**src/rtl/alu_op_sequencer.sv**
```systemverilog
// Register-register instruction sequencer wrapped around an external 4-bit ALU: OPER/EXEC/WB.
// Latency: accept at T, write-back and done at T+3, result readable on dbg_data at T+4.
// Backpressure: instr_ready only in IDLE with no direct load pending; 1 instruction per 4 cycles.
module alu_op_sequencer #(
    parameter int N    = 4,
    parameter int NREG = 4,
    localparam int AW  = $clog2(NREG),
    localparam int IW  = 1 + 4 + 3 * AW
) (
    input  logic          clk,
    input  logic          reset,
    input  logic          instr_valid,
    output logic          instr_ready,
    input  logic [IW-1:0] instr,
    input  logic          load_en,
    input  logic [AW-1:0] load_addr,
    input  logic [N-1:0]  load_data,
    output logic [N-1:0]  alu_a,
    output logic [N-1:0]  alu_b,
    output logic [3:0]    alu_control,
    input  logic [N-1:0]  alu_result,
    input  logic [3:0]    alu_flags,
    output logic [3:0]    flags_q,
    output logic          done,
    input  logic [AW-1:0] dbg_addr,
    output logic [N-1:0]  dbg_data
);

    typedef struct packed {
        logic          wen;
        logic [3:0]    op;
        logic [AW-1:0] rd;
        logic [AW-1:0] ra;
        logic [AW-1:0] rb;
    } instr_t;

    typedef enum logic [1:0] {IDLE, OPER, EXEC, WB} state_t;

    state_t         state;
    state_t         state_nxt;
    instr_t         ir;
    logic [N-1:0]   rf [NREG];
    logic [N-1:0]   res_q;
    logic [3:0]     flg_q;

    always_ff @(posedge clk or posedge reset) begin
        if (reset) begin
            state <= IDLE;
        end else begin
            state <= state_nxt;
        end
    end

    always_comb begin
        state_nxt   = state;
        instr_ready = 1'b0;
        case (state)
            IDLE: begin
                instr_ready = ~load_en;
                if (instr_valid && !load_en) begin
                    state_nxt = OPER;
                end
            end
            OPER:    state_nxt = EXEC;
            EXEC:    state_nxt = WB;
            WB:      state_nxt = IDLE;
            default: state_nxt = IDLE;
        endcase
    end

    // Operands are sampled in OPER, so a write-back to rd==ra cannot disturb the read.
    always_ff @(posedge clk or posedge reset) begin
        if (reset) begin
            for (int i = 0; i < NREG; i++) begin
                rf[i] <= '0;
            end
            ir          <= '0;
            alu_a       <= '0;
            alu_b       <= '0;
            alu_control <= '0;
            res_q       <= '0;
            flg_q       <= '0;
            flags_q     <= '0;
            done        <= 1'b0;
        end else begin
            done <= (state == EXEC);
            case (state)
                IDLE: begin
                    if (load_en) begin
                        rf[load_addr] <= load_data;
                    end else if (instr_valid) begin
                        ir <= instr_t'(instr);
                    end
                end
                OPER: begin
                    alu_a       <= rf[ir.ra];
                    alu_b       <= rf[ir.rb];
                    alu_control <= ir.op;
                end
                EXEC: begin
                    res_q <= alu_result;
                    flg_q <= alu_flags;
                end
                WB: begin
                    if (ir.wen) begin
                        rf[ir.rd] <= res_q;
                    end
                    // Flags commit even with wen=0 so the instruction can serve as a compare.
                    flags_q <= flg_q;
                end
                default: ;
            endcase
        end
    end

    assign dbg_data = rf[dbg_addr];

endmodule

```
**config.mk**
```make
export PLATFORM = sky130hd
export DESIGN_NAME = alu_op_sequencer
export DESIGN_NICKNAME = d
export VERILOG_FILES = /design/src/rtl/alu_op_sequencer.sv
export SDC_FILE = /design/constraint.sdc
export NUM_CORES = 1
export LEC_CHECK = 0
export CORE_ASPECT_RATIO = 1.75
export CORE_MARGIN = 3
export CORE_UTILIZATION = 50
export CTS_BUF_LIST = sky130_fd_sc_hd__clkbuf_4 sky130_fd_sc_hd__clkbuf_8
export CTS_CLUSTER_SIZE = 25
export DETAILED_ROUTE_END_ITERATION = 12
export DONT_BUFFER_PORTS = 1
export HOLD_SLACK_MARGIN = 0.02
export PLACE_DENSITY = 0.63
export SYNTH_ARGS = -nofsm -noshare
export SYNTH_HDL_FRONTEND = slang
export SYNTH_SLANG_ARGS = --single-unit
```
**constraint.sdc**
```tcl
create_clock -name clk -period 4.5 [get_ports clk]
set_input_delay 0.9 -clock clk [delete_from_list [all_inputs] [get_ports clk]]
set_output_delay 0.9 -clock clk [all_outputs]
set_load 0.01 [all_outputs]
```
Yosys cells after proc, flatten, opt, wreduce, memory -nomap -nowiden
Index checks and enable logic that the tools add are counted.
{"block": "totals", "register_bits": 54, "latchBits": 0, "mem_bits_rw": 0, "rom_bits": 0, "input_bits": 31, "mem_count": 0}
{"block": "classes", "n_addsub": 0, "n_mul": 0, "div": 0, "magnitude_cmp": 7, "n_eq_ne": 6, "shifts": 0, "muxes": 21, "bitwise_logic": 6, "reduce_logical": 8}
{"op": "$bwmux 16", "n": 2}
{"op": "$mux 16", "n": 2}
{"op": "$mux 4", "n": 8}
{"op": "$pmux 16 s2", "n": 1}
{"op": "$bmux 4 s2", "n": 3}
{"op": "$demux 4 s2", "n": 2}
{"op": "$ge 3x3->1 const B", "n": 5}
{"op": "$not 2->3", "n": 5}
{"op": "$pmux 2 s4", "n": 1}
{"op": "$lt 3x1->1 const B", "n": 2}
{"op": "$ne 2x2->1 const B", "n": 3}
{"op": "$reduce_and 3->1", "n": 2}
{"op": "$eq 2x2->1 const B", "n": 2}
{"op": "$logic_and 1x1->1", "n": 3}
{"op": "$eq 2x1->1 const B", "n": 1}
{"op": "$logic_not 2->1", "n": 1}
{"op": "$mux 2", "n": 1}
{"op": "$reduce_bool 2->1", "n": 1}
{"op": "$logic_not 1->1", "n": 1}
{"op": "$mux 1", "n": 1}
{"op": "$not 1->1", "n": 1}

Logic depth before layout (Yosys ltp)
Gate-level depths: netlist (run 1).
{"block": "depth", "word_depth": 8, "mapped_depth": 7, "depth_no_buf": 6}

Worst setup path before layout (run 1)
OpenSTA, ideal clock, no wires.
{"block": "synth_timing", "path_type": "input-to-output", "startpoint": "input dbg_addr[0]", "endpoint": "output dbg_data[0]", "arrival_time_ns": 1.406, "required_ns": 3.600, "slack_ns": 2.194, "path_stages": 1, "path_buffers": 0, "cell_sequence": "mux4_2"}
{"block": "synth_between", "elab_chain_len": 4}
{"element": "start: declaration", "line_no": "25", "text": "input logic [AW-1:0] dbg_addr,"}
{"element": "$not 2->3 (implied by the code)", "line_no": "116", "text": "assign dbg_data = rf[dbg_addr];"}
{"element": "$bmux 4 s2", "line_no": "116"}
{"element": "$mux 4 (implied by the code) (2 in a row)", "line_no": "116"}
{"element": "end: declaration", "line_no": "26", "text": "output logic [N-1:0] dbg_data"}
Every way passes these cells. The select of a mux whose other input is x is not followed.

Worst setup path in the final report (run 1)
{"block": "layout_timing", "startpoint": "input dbg_addr[0]", "endpoint": "output dbg_data[2]"}
Same word-level chain as after synthesis.

==> flow_summary.yaml, run 1 <==
global_routing:
  first_global_vias: 1616
  grt_use_total_pct: 18.1
  overflow: 0
  grt_max_degree: 55
  grt_pass1_wl_microns: 8020
  grt_antenna_before_repair: 0
final_layout:
  most-common-layout-cells: "54 x dfrtp_1, 32 x mux2_2, 16 x a22oi_1, 16 x o2bb2ai_1, 8 x mux4_1"
  drive_gt1_share_pct: 34.1
  n_antenna_cell: 0
  syn2layout_area_growth_pct: 5.44
  layout_commonest_cell: "dfrtp_1"
  fin_nets: 204
  stdcell_area_sq_um: 2740
clock_network:
  cts_sinks: 54
  cts_root_buf: "clkbuf_8"
  cts_max_path_buffers: 2
  cts_resized: 0
  htreeDepth: 2
  cts_post_setup_buffers_inserted: 0
  cts.clk_slew.worst_paths_ns: 0.09
  cts_buffers: 5
  ctsHoldBuffers: 0
  clkLatencyLatePin_ns: 0.30
  cts_tree: "done"
setup_path:
  cp_slowest_cell: "mux4_2"
  worstPathMaxFanout: 4
  crit_end: "dbg_data[2]"
  rrSetupSlack_ns: 2.35
  cp.required_ns: 3.60
  path_delay_family: "multiplexers"
  criticalPathCategory: "primary input to output port"
  reg2reg_depth: 4
  critPathCaptureType: "output port"
  worstSetupPathDepth: 1
  cp-startpoint: "dbg_addr[0]"
  crit_buf_inv: 0
  path_cells: "mux4_2"
  critical_path_arrival_ns: 1.43
  critPathMaxStageDelay_ns: 0.53
  critPathLaunchType: "primary input"
  reg2reg_from: "state[1]$_DFFE_PP0P_"
  r2r_end: "rf[15]$_DFFE_PP0P_"
place:
  place_congestion: 0.750
  post_dp_cell_area_sq_um: 2630
  pre_cts_ws_ns: 2.17
  dp_hpwl_microns: 3860
  portBuffers: 0
floorplan:
  core_area_sq_um: 5020
  io_pins: 53
  placementRows: 34
  die_w_microns: 60.5
  dieArea_sq_um: 6140
  die_h_microns: 101
  floorplan.initialDensity_pct: 51.8
flow_run:
  cap_viol_max_count: 0
power_and_ir_drop:
  powerDensity_nw_per_um2: 730
  comb_power_share_pct: 36.1
  ir_drop_uv: 367
  p_int_uw: 1320
  switching_share_pct: 34.0
  pwr-share-seq_pct: 48.3
  clockPowerShare_pct: 15.7
  p_leak_uw: 0.00117
  power_switching_uw: 682
hold_path:
  hold_class: "flop to flop"
synth:
  syn_inst: 167
  ys_warn_count: 0
  ys_ff_latch: 54
  ys_types: 27
  syn_nets: 202
  syn_area_sq_um: 2600
  ys_seq_area_share_pct: 51.9
  post_synth.cell_area_avg_sq_um: 15.6
drt:
  routed_wl_microns: 5080
  post_drt_wl_per_cell_microns: 22.7
  dr.pass1.iters: 4
  drt-initial-drc-count: 52
  ant_nets: 0
  drc_errors: 0
  vias_per_cell: 6.72
  via_count: 1505
sta:
  fin_crit_sh_pct: 51.7
  slew_violations: 0
  finalSetupViolCount: 0
  worstMarginPinSlew_ns: 1.07
  hold_violations: 0
  worst_slack_ns: 2.17
  fmax_mhz: 430
  rsz0062_at_grt: "no"
  min_period_ns: 2.33
  tns_ns: 0
  relSlewSlack_pct: 28.4
  fin_skew_ns: 0.00543
outcome:
  status: "finished clean"
-- final cells by class --
type / count / area (sq um)
Tap cell: 54 / 67.6
Clock inverter: 3 / 40.0
Inverter: 4 / 15.0
Clock buffer: 5 / 68.8
Multi-Input combinational cell: 104 / 1200
Fill cell: 451 / 2280
Sequential cell: 54 / 1350
-- power by group through the flow --
stage / clock network (uW) / registers, uW / logic, uW
2_1_floorplan: 0 / 902 / 648
3_3_place_gp: 0 / 961 / 705
3_5_place_dp: 0 / 980 / 734
4_1_cts: 326 / 972 / 735
5_1_grt: 348 / 1000 / 791
6_report: 314 / 967 / 722
-- routing by layer --
layer / global-route usage [%] / part of all wire (%) / vias up
li1: - / - / 671
met1: 18.7 / 36 / 778
met2: 32.8 / 56 / 47
met3: 5.61 / 5.9 / 9
met4: 6.84 / 2.6 / 0
met5: 0 / 0 / -
-- worst min-delay path by stage --
stage,from,to,slack [ns],cells after the start
2_1_floorplan,flg_q[0]$_DFFE_PP0P_,flg_q[0]$_DFFE_PP0P_,0.47,1
3_3_place_gp,flg_q[2]$_DFFE_PP0P_,flg_q[2]$_DFFE_PP0P_,0.48,1
3_5_place_dp,ir[10]$_DFFE_PP0P_,ir[10]$_DFFE_PP0P_,0.49,1
4_1_cts,ir[6]$_DFFE_PP0P_,ir[6]$_DFFE_PP0P_,0.52,1
5_1_grt,ir[10]$_DFFE_PP0P_,ir[10]$_DFFE_PP0P_,0.53,1
6_report,ir[10]$_DFFE_PP0P_,ir[10]$_DFFE_PP0P_,0.51,1
-- metrics by stage --
stage                     total power (uW)  instances  util, %  hold slack, ns
after floorplan                       1550        167        -           0.475
after global placement                1670        216     52.5           0.484
after detailed placement              1710        216     52.5           0.489
after CTS                             2030        224     54.6           0.517
after global routing                  2140        224     54.6           0.525
final                                 2000        224     54.6           0.513
-- cell families after synthesis --
| logic type | count (synthesis) | share of synthesized area (%) |
|---|---|---|
| AO/OA/AOI/OAI | 37 | 11.8 |
| adder cells (fa/ha/maj) | 4 | 1.92 |
| buffers and inverters | 9 | 1.92 |
| flip-flops | 54 | 51.9 |
| multiplexers | 49 | 28.3 |
| AND/OR/NAND/NOR | 14 | 4.14 |
-- registers in the layout (all words and copies together), names as in the netlist --
| register | cells |
|---|---|
| flg_q | 4 |
| rf | 16 |
| state | 2 |
| alu_b | 4 |
| done | 1 |
| res_q | 4 |
| ir | 11 |
| alu_control | 4 |
| flags_q | 4 |
| alu_a | 4 |
-- Yosys cell counts (all sizes together) --
master | n | area share, %
and3b | 3 | 1.0
nor2 | 1 | 0.14
nand2b | 2 | 0.58
mux2 | 37 | 17
nand2 | 3 | 0.53
o211ai | 4 | 1.5
and3 | 1 | 0.24
ha | 4 | 1.9
o2bb2ai | 16 | 5.4
nor3 | 1 | 0.38
inv | 4 | 0.58
a22oi | 16 | 4.6
nor3b | 3 | 1.3
clkbuf | 1 | 0.14
mux4 | 12 | 12
buf | 4 | 1.2
a31oi | 1 | 0.24
dfrtp | 54 | 52
Power figures use the tool's default switching activity.
==> inputs of run 2 (changes only) <==
--- a/config.mk
+++ b/config.mk
@@ -13,7 +13,7 @@
 export DETAILED_ROUTE_END_ITERATION = 12
 export DONT_BUFFER_PORTS = 1
 export HOLD_SLACK_MARGIN = 0.02
-export PLACE_DENSITY = 0.63
+export PLACE_DENSITY = 0.66
 export SYNTH_ARGS = -nofsm -noshare
 export SYNTH_HDL_FRONTEND = slang
 export SYNTH_SLANG_ARGS = --single-unit
==> constraint.sdc (replaced) <==
create_clock -name clk -period 2.12 [get_ports clk]
set_input_delay 0.424 -clock clk [delete_from_list [all_inputs] [get_ports clk]]
set_output_delay 0.424 -clock clk [all_outputs]
set_load 0.01 [all_outputs]
==> flow_summary.yaml, run 2 (same netlist as run 1, synthesis figures left out) <==
outcome:
  status: "finished clean"
setup_path:
  r2r_end: "rf[8]$_DFFE_PP0P_"
  reg2reg_depth: 4
  cp.required_ns: 2.30
  critPathLaunchType: "flop"
  critPathCaptureType: "flop"
  critical_path_arrival_ns: 2.05
  path_cells: "ha_1 > mux2_2 > nand2_1 > o2bb2ai_1"
  worstPathMaxFanout: 16
  criticalPathCategory: "flop to flop"
  cp_slowest_cell: "mux2_2"
  rrSetupSlack_ns: 0.25
  cp-startpoint: "state[1]$_DFFE_PP0P_"
  reg2reg_from: "state[1]$_DFFE_PP0P_"
  critPathMaxStageDelay_ns: 0.43
sta:
  slew_violations: 0
  hold_ws_ns: 0.0798
  fin_crit_sh_pct: 88.2
  min_period_ns: 1.87
  relSlewSlack_pct: 56.3
  worstMarginPinSlew_ns: 0.654
  finalSetupViolCount: 0
  fin_skew_ns: 0.00616
  tns_ns: 0
  fmax_mhz: 535
  rsz0062_at_grt: "no"
  hold_violations: 0
power_and_ir_drop:
  pwr-share-seq_pct: 47.6
  power_uw: 4340
  power_switching_uw: 1490
  clockPowerShare_pct: 16.0
  ir_drop_uv: 816
  p_leak_uw: 0.00119
  switching_share_pct: 34.4
  p_int_uw: 2850
  comb_power_share_pct: 36.4
  powerDensity_nw_per_um2: 1560
clock_network:
  cts.clk_slew.worst_paths_ns: 0.09
  cts_sinks: 54
  cts_max_path_buffers: 2
  cts_tree: "done"
  cts_post_setup_buffers_inserted: 0
  cts_root_buf: "clkbuf_8"
  clkLatencyLatePin_ns: 0.31
  ctsHoldBuffers: 0
  htreeDepth: 2
  cts_buffers: 5
  cts_resized: 0
hold_path:
  hold_class: "primary input to asynchronous set/reset pin"
drt:
  routed_wl_microns: 5350
  post_drt_wl_per_cell_microns: 23.4
  vias_per_cell: 6.79
  via_count: 1554
  dr.pass1.iters: 4
  ant_nets: 0
  drt-initial-drc-count: 69
  drc_errors: 0
final_layout:
  syn2layout_area_growth_pct: 7.07
  fin_nets: 209
  n_antenna_cell: 0
  largest_register_ffs: 16
  drive_gt1_share_pct: 36.0
  regMostFlops: "rf"
  most-common-layout-cells: "54 x dfrtp_1, 32 x mux2_2, 16 x a22oi_1, 16 x o2bb2ai_1, 8 x mux4_1"
  layout_commonest_cell: "dfrtp_1"
  largest_registers: "rf x16, ir x11"
  stdcell_area_sq_um: 2790
floorplan:
  io_pins: 53
  dieArea_sq_um: 6140
  placementRows: 34
  die_w_microns: 60.5
  die_h_microns: 101
  core_area_sq_um: 5020
  floorplan.initialDensity_pct: 51.8
flow_run:
  cap_viol_max_count: 0
global_routing:
  grt_pass1_wl_microns: 8750
  grt_max_degree: 34
  grt_antenna_before_repair: 0
  grt_use_total_pct: 19.4
  overflow: 0
  first_global_vias: 1748
place:
  dp_hpwl_microns: 4190
  portBuffers: 0
  post_dp_cell_area_sq_um: 2670
  place_congestion: 0.803
==> run 2: cell count changes in the layout (fill, tap and decap cells not counted), sizes merged <==
cell      change
buf           +5
clkinv        -2
clkbuf        +1
clkinvlp      +1
==> run 2: how the worst max path moves through the flow <==
stage | depth (start not counted) | slack [ns] | end
global route | 4 | 0.11 | rf[13]$_DFFE_PP0P_
floorplan | 1 | 0.38 | alu_a[0]$_DFFE_PP0N_
global placement | 4 | 0.40 | rf[13]$_DFFE_PP0P_
detailed placement | 4 | 0.28 | rf[12]$_DFFE_PP0P_
CTS | 4 | 0.27 | rf[12]$_DFFE_PP0P_
finish | 4 | 0.25 | rf[8]$_DFFE_PP0P_
==> run 2: layer usage <==
| layer | GRT usage (%) | share of wire, % |
|---|---|---|
| met5 | 0 | 0 |
| met4 | 7.35 | 2.4 |
| met3 | 6.63 | 7.6 |
| met2 | 35.2 | 56 |
| met1 | 20.0 | 34 |
==> run 2: stage by stage <==
stage	setup WS, ns	cells	utilization [%]
after global placement	0.396	221	53.2
final	0.251	229	55.5
after global routing	0.107	229	55.5
after CTS	0.269	229	55.5
after detailed placement	0.283	221	53.2
after floorplan	0.381	167	-
==> run 2: power by group through the flow <==
stage | clock network (uW) | registers, uW | logic, uW
final | 692 | 2070 | 1580
after detailed placement | 0 | 2090 | 1590
after CTS | 709 | 2080 | 1600
after global routing | 745 | 2150 | 1730
after global placement | 0 | 2050 | 1520
after floorplan | 0 | 1920 | 1380
==> run 2: cell type report <==
class,instances,area (sq um)
tap,54,67.6
clock inverter,2,37.5
clock buffer,6,76.3
inverter,4,15.0
sequential,54,1350
timing repair buffer,5,37.5
multi-input combinational,104,1200
fill,426,2230
==> run 2: worst max-delay path: cells and delay by family (launching register included) <==
family | cells | cell delay, ns
flops | 1 | 0.40
simple gates | 1 | 0.42
compound gates | 1 | 0.15
mux | 1 | 0.43
fa+ha+maj | 1 | 0.34
